$ cat config.mk
export PLATFORM = sky130hd
export DESIGN_NAME = hd63701_intc
export DESIGN_NICKNAME = d
export VERILOG_FILES = /design/src/rtl/hd63701_intc.sv
export SDC_FILE = /design/constraint.sdc
export NUM_CORES = 1
export LEC_CHECK = 0
export ABC_CLOCK_PERIOD_IN_PS = 2980
export CAP_MARGIN = 5
export CORE_MARGIN = 2
export CORE_UTILIZATION = 48
export CTS_CLUSTER_DIAMETER = 40
export DETAILED_ROUTE_END_ITERATION = 10
export PLACE_DENSITY = 0.89
export SLEW_MARGIN = 40
export SYNTH_ARGS = -nofsm -noshare
export SYNTH_HDL_FRONTEND = slang
export SYNTH_SLANG_ARGS = --single-unit
$ cat constraint.sdc
create_clock -name CLK -period 2.98 [get_ports CLK]
set_input_delay 0.596 -clock CLK [delete_from_list [all_inputs] [get_ports CLK]]
set_output_delay 0.596 -clock CLK [all_outputs]
set_load 0.005 [all_outputs]
$ cat src/rtl/hd63701_intc.sv
// hd63701_intc: turns level peripheral flags into one IRQ2 edge per service, held until the vector fetch.
// Define HD63701_INTC_RR_EN for round-robin priority; default is fixed ICF > OCF > TOF > SCI.
module hd63701_intc #(
   parameter int GAP_CYC = 1
) (
   input  logic       CLK,
   input  logic       RST,
   input  logic [3:0] REQ,
   input  logic [3:0] ENA,
   input  logic       ACK,
   input  logic [7:0] ACKV,
   output logic       IRQ2,
   output logic [3:0] IRQ2V,
   output logic       BUSY,
   output logic [3:0] PEND
);
   typedef enum logic [1:0] {ST_IDLE, ST_WAIT, ST_GAP} state_t;
   state_t state, state_n;
   logic [3:0] served, served_n, gcnt, gcnt_n;
   logic [1:0] sel, sel_n, win;
   logic ack_ok;
   assign PEND = REQ & ENA & ~served;
   assign IRQ2 = state == ST_WAIT;
   assign BUSY = state != ST_IDLE;
   assign IRQ2V = {1'b0, sel, 1'b0};
   assign ack_ok = state == ST_WAIT && ACK && ACKV == {4'hF, IRQ2V};
`ifdef HD63701_INTC_RR_EN
   logic [1:0] ptr;
   // ptr names the highest-priority source; search downward from it, wrapping
   always_comb begin
      win = ptr;
      for (int k = 3; k >= 0; k--)
         if (PEND[ptr - 2'(k)]) win = ptr - 2'(k);
   end
   always_ff @(posedge CLK or posedge RST)
      if (RST) ptr <= 2'd3;
      else if (ack_ok) ptr <= sel - 2'd1;
`else
   always_comb win = PEND[3] ? 2'd3 : PEND[2] ? 2'd2 : PEND[1] ? 2'd1 : 2'd0;
`endif
   always_comb begin
      state_n = state;
      sel_n = sel;
      gcnt_n = gcnt;
      served_n = served;
      case (state)
         ST_IDLE: if (|PEND) begin
            sel_n = win;
            state_n = ST_WAIT;
         end
         ST_WAIT: if (ack_ok || !(REQ[sel] && ENA[sel])) begin
            served_n[sel] = served[sel] | ack_ok;
            gcnt_n = 4'(GAP_CYC);
            state_n = ST_GAP;
         end
         ST_GAP: begin
            gcnt_n = gcnt - 4'd1;
            state_n = gcnt == 4'd1 ? ST_IDLE : ST_GAP;
         end
         default: state_n = ST_IDLE;
      endcase
      // a low flag re-arms its source, even against a same-cycle acknowledge
      served_n = served_n & REQ;
   end
   always_ff @(posedge CLK or posedge RST)
      if (RST) begin
         state <= ST_IDLE;
         served <= '0;
         sel <= '0;
         gcnt <= '0;
      end else begin
         state <= state_n;
         served <= served_n;
         sel <= sel_n;
         gcnt <= gcnt_n;
      end
endmodule

[Word-level counts from Yosys, hierarchy flattened]
Index checks and enable logic that the tools add are counted.
Operators by class
  reduce and logical (&&, ||, !) cells: 13
  muxes and demuxes: 20
  add/sub/neg operators: 1
  bitwise logic cells: 5
  magnitude comparators: 2
  equality and inequality tests: 6
Operator list (count)
  AND 4 bit: 3
  2-to-1 mux 4 bit: 3
  2-to-1 mux 2 bit: 5
  equality test 8 bit: 1
  case mux 4 bit (2 select lines): 1
  binary-select mux 1 bit (select 2 bit): 3
  case mux 2 bit (3 select lines): 1
  AND reduction 2 bit: 3
  2-to-1 mux 1 bit: 5
  bitwise mux 4 bit: 1
  equality test 4 x 1 -> 1 bit (second input constant): 1
  logical AND 1 bit: 4
  NOT 4 bit: 1
  nonzero test 2 bit: 2
  OR reduction 4 bit: 1
  subtractor 4 x 1 -> 4 bit (second input constant): 1
  less-than comparator 2 x 3 -> 1 bit (second input constant): 1
  demux 1 bit (select 2 bit): 1
  equality test 2 x 1 -> 1 bit (second input constant): 1
  equality test 2 bit (second input constant): 1
  >= comparator 2 x 1 -> 1 bit (second input constant): 1
  zero test 2 bit: 1
  inequality test 2 x 1 -> 1 bit (second input constant): 1
  inequality test 2 bit (second input constant): 1
  3 further kinds: 3
Word-level totals
  register bits after elaboration: 12
  logic and storage cells: 51

[Depth between registers and ports, before layout]
Gate-level depths: netlist (run 1).
  depth in word-level cells: 8
  mapped depth: 6
  mapped depth without buffers: 6

[Worst setup path after synthesis (run 1)]
OpenSTA, ideal clock, no wires.
  path kind: input to register
  start point: input port ENA[1]
  end point: register state[0]
  required time: 2.914 ns
  path slack: 1.303 ns
  arrival: 1.610 ns
  cell stages on the path: 4
  cell sequence: nand2_1 > mux4_1 > o21ai_2 > o311a_1
On the way
  cells in the longest elaborated chain, start to end: 7
RTL lines
  start: declaration: line 9  | input logic [3:0] ENA,
  binary-select mux 1 bit (select 2 bit): line 51  | ST_WAIT: if (ack_ok || !(REQ[sel] && ENA[sel])) begin
  2-to-1 mux 1 bit (implied by the code): line 51
  logical AND 1 bit: line 51
  zero test 1 bit: line 51
  logical OR 1 bit: line 51
  inequality test 2 x 1 -> 1 bit (no source line)
  AND reduction 2 bit (no source line) *
  end signal: assignment: line 72  | state <= state_n;
  end: declaration: line 18  | state_t state, state_n;
Mark *: on every way between the ends. The rest lies on a longest branch, timed or not. The select of a mux whose other input is x is not followed.
A chain may end at the register's enable or synchronous reset.

[Worst setup path after layout (run 1)]
  start point: input port REQ[2]
  end point: output port PEND[2]
On the way
  cells in the longest elaborated chain, start to end: 2
RTL lines
  start: declaration: line 8  | input logic [3:0] REQ,
  AND 4 bit (2 in series): line 22  | assign PEND = REQ & ENA & ~served;
  end: declaration: line 15  | output logic [3:0] PEND
Every way passes these cells.

==> results of run 1 <==
[flip-flops by register name, summed over array words and instances (netlist names)]
register and cells:
gcnt 4, state 2, sel 2, served 4
[metal layers]
| layer | up-vias | share of wire |
|---|---|---|
| met2 | 46 | 0.51 |
| met5 | - | 0 |
| met3 | 2 | 0.071 |
| met1 | 407 | 0.41 |
| li1 | 409 | - |
| met4 | 0 | 0.012 |
[stage by stage]
stage | total power [mW] | util | cell area, µm² | hold WS (ns)
4_1_cts | 0.914 | 0.681 | 1180 | 0.564
6_report | 0.914 | 0.681 | 1180 | 0.559
3_5_place_dp | 0.783 | 0.660 | 1140 | 0.551
5_1_grt | 0.992 | 0.681 | 1180 | 0.586
2_1_floorplan | 0.634 | - | 888 | 0.461
3_3_place_gp | 0.752 | 0.660 | 1140 | 0.536
[path summary, 6_finish.rpt]
path / slack (ns) / to / cells after the start / startpoint
max in group asynchronous: 2.03 / served[3]$_DFF_PP0_ / 2 / RST
setup reg to reg: 1.02 / served[2]$_DFF_PP0_ / 4 / sel[0]$_DFFE_PP0P_
setup / recovery: 0.49 / PEND[2] / 4 / REQ[2]
hold / removal: 0.56 / served[2]$_DFF_PP0_ / 2 / served[2]$_DFF_PP0_
min in group asynchronous: 0.62 / gcnt[0]$_DFFE_PP0P_ / 2 / RST
hold reg to reg: 0.56 / served[2]$_DFF_PP0_ / 2 / served[2]$_DFF_PP0_
[cell usage in the layout (no fill, tap or decap)]
cell type and instances:
a31oi_1 1, mux2_2 2, nor4_1 1, dfrtp_1 12
and4b_1 1, o31ai_1 2, clkbuf_8 1, o311a_1 1
xnor2_1 2, o41ai_2 1, nand3b_1 1, nor3_1 2
and3_1 1, a22o_2 1, conb_1 2, mux4_1 1
a22o_1 1, o21bai_1 3, nand3_1 1, o21a_1 3
o211ai_1 1, ha_1 2, o21ai_2 1, and4_1 1
nand2b_1 2, nand2_1 6, or4_2 1, mux4_2 1
inv_1 12, o21ai_0 5, clkbuf_4 3, o32ai_1 1
and3b_1 1, o22ai_1 3, nor3b_1 1, a21oi_1 6
a41o_1 1, nor2_1 11, clkdlybuf4s50_1 26, or3_1 1
[cell families (layout without fill, tap and decap cells)]
| group | count (synthesis) | count (layout) | share of synthesized area |
|---|---|---|---|
| flip-flops | 12 | 12 | 0.339 |
| adder cells (fa/ha/maj) | 2 | 2 | 0.0283 |
| buffers and inverters | 18 | 42 | 0.0962 |
| multiplexers | 4 | 4 | 0.0806 |
| AND/OR/NAND/NOR | 31 | 31 | 0.182 |
| other | 1 | 2 | 0.00424 |
| XOR/XNOR | 2 | 2 | 0.0198 |
| AO/OA/AOI/OAI | 31 | 31 | 0.249 |
[tightest hold or removal path, stage by stage (launching register included)]
cell and delay (ns):
dfrtp_1 0.41, inv_1 0.06, a21oi_1 0.05
[power by group through the flow]
stage	registers (mW)	clock network, mW	logic (mW)
2_1_floorplan	0.266	0	0.367
4_1_cts	0.339	0.133	0.442
3_5_place_dp	0.343	0	0.441
3_3_place_gp	0.337	0	0.415
5_1_grt	0.355	0.142	0.495
6_report	0.342	0.129	0.443
[area by class of cell]
type,count,area [µm²]
multi-input cells,72,503
clock buffers,4,36.3
inverters,12,45.0
repair buffers,26,260
flip-flops and latches,12,300
well taps,25,31.3
fillers,154,551
==> metrics, run 1 <==
Clk Latency, worst-skew pair=0.28 ns; async set-reset flop share out of synthesis=1.00; die height=46.9 µm; clk slew on worst S/H paths=0.07 ns; Fin Setup TNS=0 ns; RSZ-0062 raised after global routing=false; Switching Fraction=0.409; layout cells sized above 1=0.0873; Gate power share=0.485; cts hold-fix bufs=0; gp weighted congestion=0.873; Min-Delay Path Class=flop to flop; average wire per standard cell=14.0 µm; Internal=0.540 mW; Slowest Stage Delay on Critical Path=0.53 ns; Crit-path slowest cell=clkdlybuf4s50_1; Leak=0.507 nW; grt met2 use=0.375; Sequential Power Share=0.374; I/O Buffers=26; num rows=15; CTS root buffer=clkbuf_4; CTS Buffer Depth=2; prevailing post-synth register cell=dfrtp_1; vias=864; Area contributors post-synth=dfrtp_1 34%, inv_1 5.1%, nor2_1 4.7%, a21oi_1 3.4%, mux4_1 3.0%; setup slack after layout=0.487 ns; kind of critical path=primary input to output port; clk sinks=12; Yosys reg bits=12; vias in the first global route=793; Ports=29; routing usage on met3=0.0615; data required time of the worst path=2.38 ns; largest net degree at the start of global routing=16; gr busiest metal=met2; die area=2200 µm²; Layout Cells excl Fill=151; CTS Buf Count=3; cell chain of the critical path=clkdlybuf4s50_1 -> nand2_1 -> nor2_1 -> clkdlybuf4s50_1; Startpoint Class=primary input; Seq/Total Area, Yosys=0.339; routing usage on met1=0.278; Post-CTS Setup Inserts=0; period utilisation layout=0.837; drt initial violations=25; Slew Viols, Final=0; post-CTS sizing=0; Worst VDD drop=554 µV; drc violations=0; htree depth=1; Synthesis Warnings=0; GRT Total Usage=0.225; MaxCap Viol Count=0; critical path fanouts, max=4; status=completed; post-synth top area cell=dfrtp_1; Routed Antenna Nets=0; pwr/cell area=777 nW/µm²; CTS tree=done; Pre-antenna DRT Iters=4; initial core utilization=0.512; placed cell count=147; Top Family by Delay on Critical Path=buffers and inverters; Clock power frac=0.141; DP Worst Slack=0.476 ns; Yosys cell types=41; first-pass GRT wire length=3390 µm; Achievable Freq=401 MHz; Final Hold Fails=0; Post-Syn Instances=101; final setup vio count=0; sum of buffers and inverters on the critical path=2; Syn Area/Cell=8.76 µm²; GRT overflow=0; initial antenna violation count=0; Syn Std Cell Area=885 µm²; Core Area=1730 µm²; Synth top area share=0.339; Psw=0.374 mW; min cycle time layout=2.49 ns; die span in x=46.9 µm; Vias per Instance=5.72; crit end category=output port; most frequent cells after synthesis=12 x dfrtp_1, 12 x inv_1, 11 x nor2_1; EDFF count, synth=0; Clock Skew=0.00880 ns; crit-path most repeated cell=clkdlybuf4s50_1; Arr. time, crit path=1.90 ns; final wirelength=2110 µm; P&R area growth vs syn=33.0%; n_diodes=0; Nets=148; hpwl dp=1630 µm
No activity file was read; power rests on OpenSTA's default activity.
==> run 2: changes to the inputs <==
- ABC_CLOCK_PERIOD_IN_PS: 2980 -> 2300
- CORE_UTILIZATION: 48 -> 45
- PLACE_DENSITY: 0.89 -> 0.85
- clock period: 2.98 -> 2.3 ns (I/O delays scaled with it)
==> run 2 against run 1 <==
Effect of this change:
- clock power increased by 33%
- routed wire length decreased by 1.1%
- worst hold slack got worse by 0.075 ns
- critical path depth unchanged
- count of clock-buffer cells in the layout unchanged
- sequential cell count unchanged
- via count decreased by 0.58%
- cell area increased by 0.85%
- sequential share of layout area decreased by 0.22 points
- critical endpoint unchanged
- utilization decreased by 5.7 points
- worst setup slack got worse by 0.43 ns
- sequential power increased by 25%
==> metrics, run 2 (same netlist as run 1, synthesis figures left out) <==
CTS Buf Count=3 (unchanged); kind of critical path=primary input to output port; average wire per standard cell=13.6 µm (-3.0%); die height=48.3 µm (+3.0%); clk sinks=12 (unchanged); hpwl dp=1640 µm (+0.23%); initial antenna violation count=0 (unchanged); final setup vio count=0 (unchanged); largest net degree at the start of global routing=16 (unchanged); P&R area growth vs syn=34.1%; vias=859 (-0.58%); layout cells sized above 1=0.0945 (+0.00719); die area=2340 µm² (+6.1%); crit end category=output port; I/O Buffers=26 (unchanged); Fin Setup TNS=0 ns (unchanged); Pre-antenna DRT Iters=4 (unchanged); CTS Buffer Depth=2 (unchanged); min cycle time layout=2.24 ns; data required time of the worst path=1.84 ns (-0.54 ns); MaxCap Viol Count=0 (unchanged); RSZ-0062 raised after global routing=false; Achievable Freq=446 MHz; status=completed; Clk Latency, worst-skew pair=0.28 ns (about the same); DP Worst Slack=0.0630 ns (-0.413 ns); drt initial violations=32 (+28%); Core Area=1900 µm² (+10%); Min-Delay Path Class=primary input to asynchronous set/reset pin; Final Hold Fails=0 (unchanged); cts hold-fix bufs=0 (unchanged); vias in the first global route=771 (-2.8%); CTS tree=done; Top Registers=gcnt (4), served (4); Slew Viols, Final=0 (unchanged); commonest non-fill, non-tap cells in the layout=26 x clkdlybuf4s50_1, 12 x inv_1, 12 x dfrtp_1, 11 x nor2_1; most common cell after layout, fill and taps aside=clkdlybuf4s50_1; gp weighted congestion=0.853 (-2.4%); critical path fanouts, max=4 (unchanged); die span in x=48.3 µm (+3.0%); num rows=16 (+1); htree depth=1 (unchanged); post-CTS sizing=0 (unchanged); final wirelength=2090 µm (-1.1%); Startpoint Class=primary input; Ports=29 (unchanged); clk slew on worst S/H paths=0.08 ns (about the same); Worst VDD drop=602 µV (+8.6%); Arr. time, crit path=1.78 ns (-0.12 ns); period utilisation layout=0.975; Vias per Instance=5.58 (-2.5%); GRT overflow=0 (unchanged); GRT Total Usage=0.192 (-0.0332); Nets=149 (+0.68%); CTS root buffer=clkbuf_4; Post-CTS Setup Inserts=0 (unchanged); Clock Skew=0.00198 ns (-0.00683 ns); Leak=0.512 nW (+0.95%); n_diodes=0 (unchanged); drc violations=0 (unchanged); setup slack after layout=0.0574 ns (-0.429 ns); Routed Antenna Nets=0 (unchanged); pwr/cell area=1000 nW/µm² (+29%); initial core utilization=0.465 (-0.0472); first-pass GRT wire length=3440 µm (+1.4%)
[run 2: changes by cell type in the layout (fill, tap and decap cells not counted)]
cell   change
buf_4      +1
[run 2: layout make-up]
class	count	area (µm²)
fillers	174	716
multi-input cells	72	503
flip-flops and latches	12	300
repair buffers	27	268
inverters	12	45.0
clock buffers	4	36.3
well taps	27	33.8
[run 2: critical path: stages]
cell and delay [ns]:
clkdlybuf4s50_1 0.50, nand2_1 0.10, nor2_1 0.19, clkdlybuf4s50_1 0.53
[run 2: through the flow]
| stage | cells | instance area [µm²] | hold WS (ns) | power (mW) | util |
|---|---|---|---|---|---|
| 2_1_floorplan | 102 | 888 | 0.325 | 0.821 | - |
| 3_3_place_gp | 150 | 1150 | 0.543 | 0.986 | 0.605 |
| 3_5_place_dp | 150 | 1150 | 0.554 | 1.01 | 0.605 |
| 4_1_cts | 154 | 1190 | 0.493 | 1.19 | 0.624 |
| 5_1_grt | 154 | 1190 | 0.532 | 1.29 | 0.624 |
| 6_report | 154 | 1190 | 0.484 | 1.19 | 0.624 |
[run 2: final timing paths]
| path | from | endpoint | slack [ns] | depth (start not counted) |
|---|---|---|---|---|
| max | REQ[2] | PEND[2] | 0.06 | 4 |
| min | RST | sel[0]$_DFFE_PP0P_ | 0.48 | 2 |
| max reg2reg | sel[0]$_DFFE_PP0P_ | state[0]$_DFFE_PP0P_ | 0.50 | 4 |
| min reg2reg | served[0]$_DFF_PP0_ | served[0]$_DFF_PP0_ | 0.57 | 2 |
| max in group asynchronous | RST | gcnt[1]$_DFFE_PP0P_ | 1.51 | 2 |
| min in group CLK | served[0]$_DFF_PP0_ | served[0]$_DFF_PP0_ | 0.57 | 2 |
[run 2: where the power goes]
part / switching (mW) / leakage, nW / internal, mW / total, mW
registers: 0.139 / 0.154 / 0.287 / 0.426
clock network: 0.0755 / 0.0210 / 0.0964 / 0.172
logic: 0.261 / 0.337 / 0.327 / 0.589
total: 0.475 / 0.512 / 0.711 / 1.19
[run 2: per-layer routing]
layer	part of all wire	global-route usage
met5	0	0
met4	0.020	0.110
met3	0.074	0.0617
met2	0.49	0.322
met1	0.41	0.216
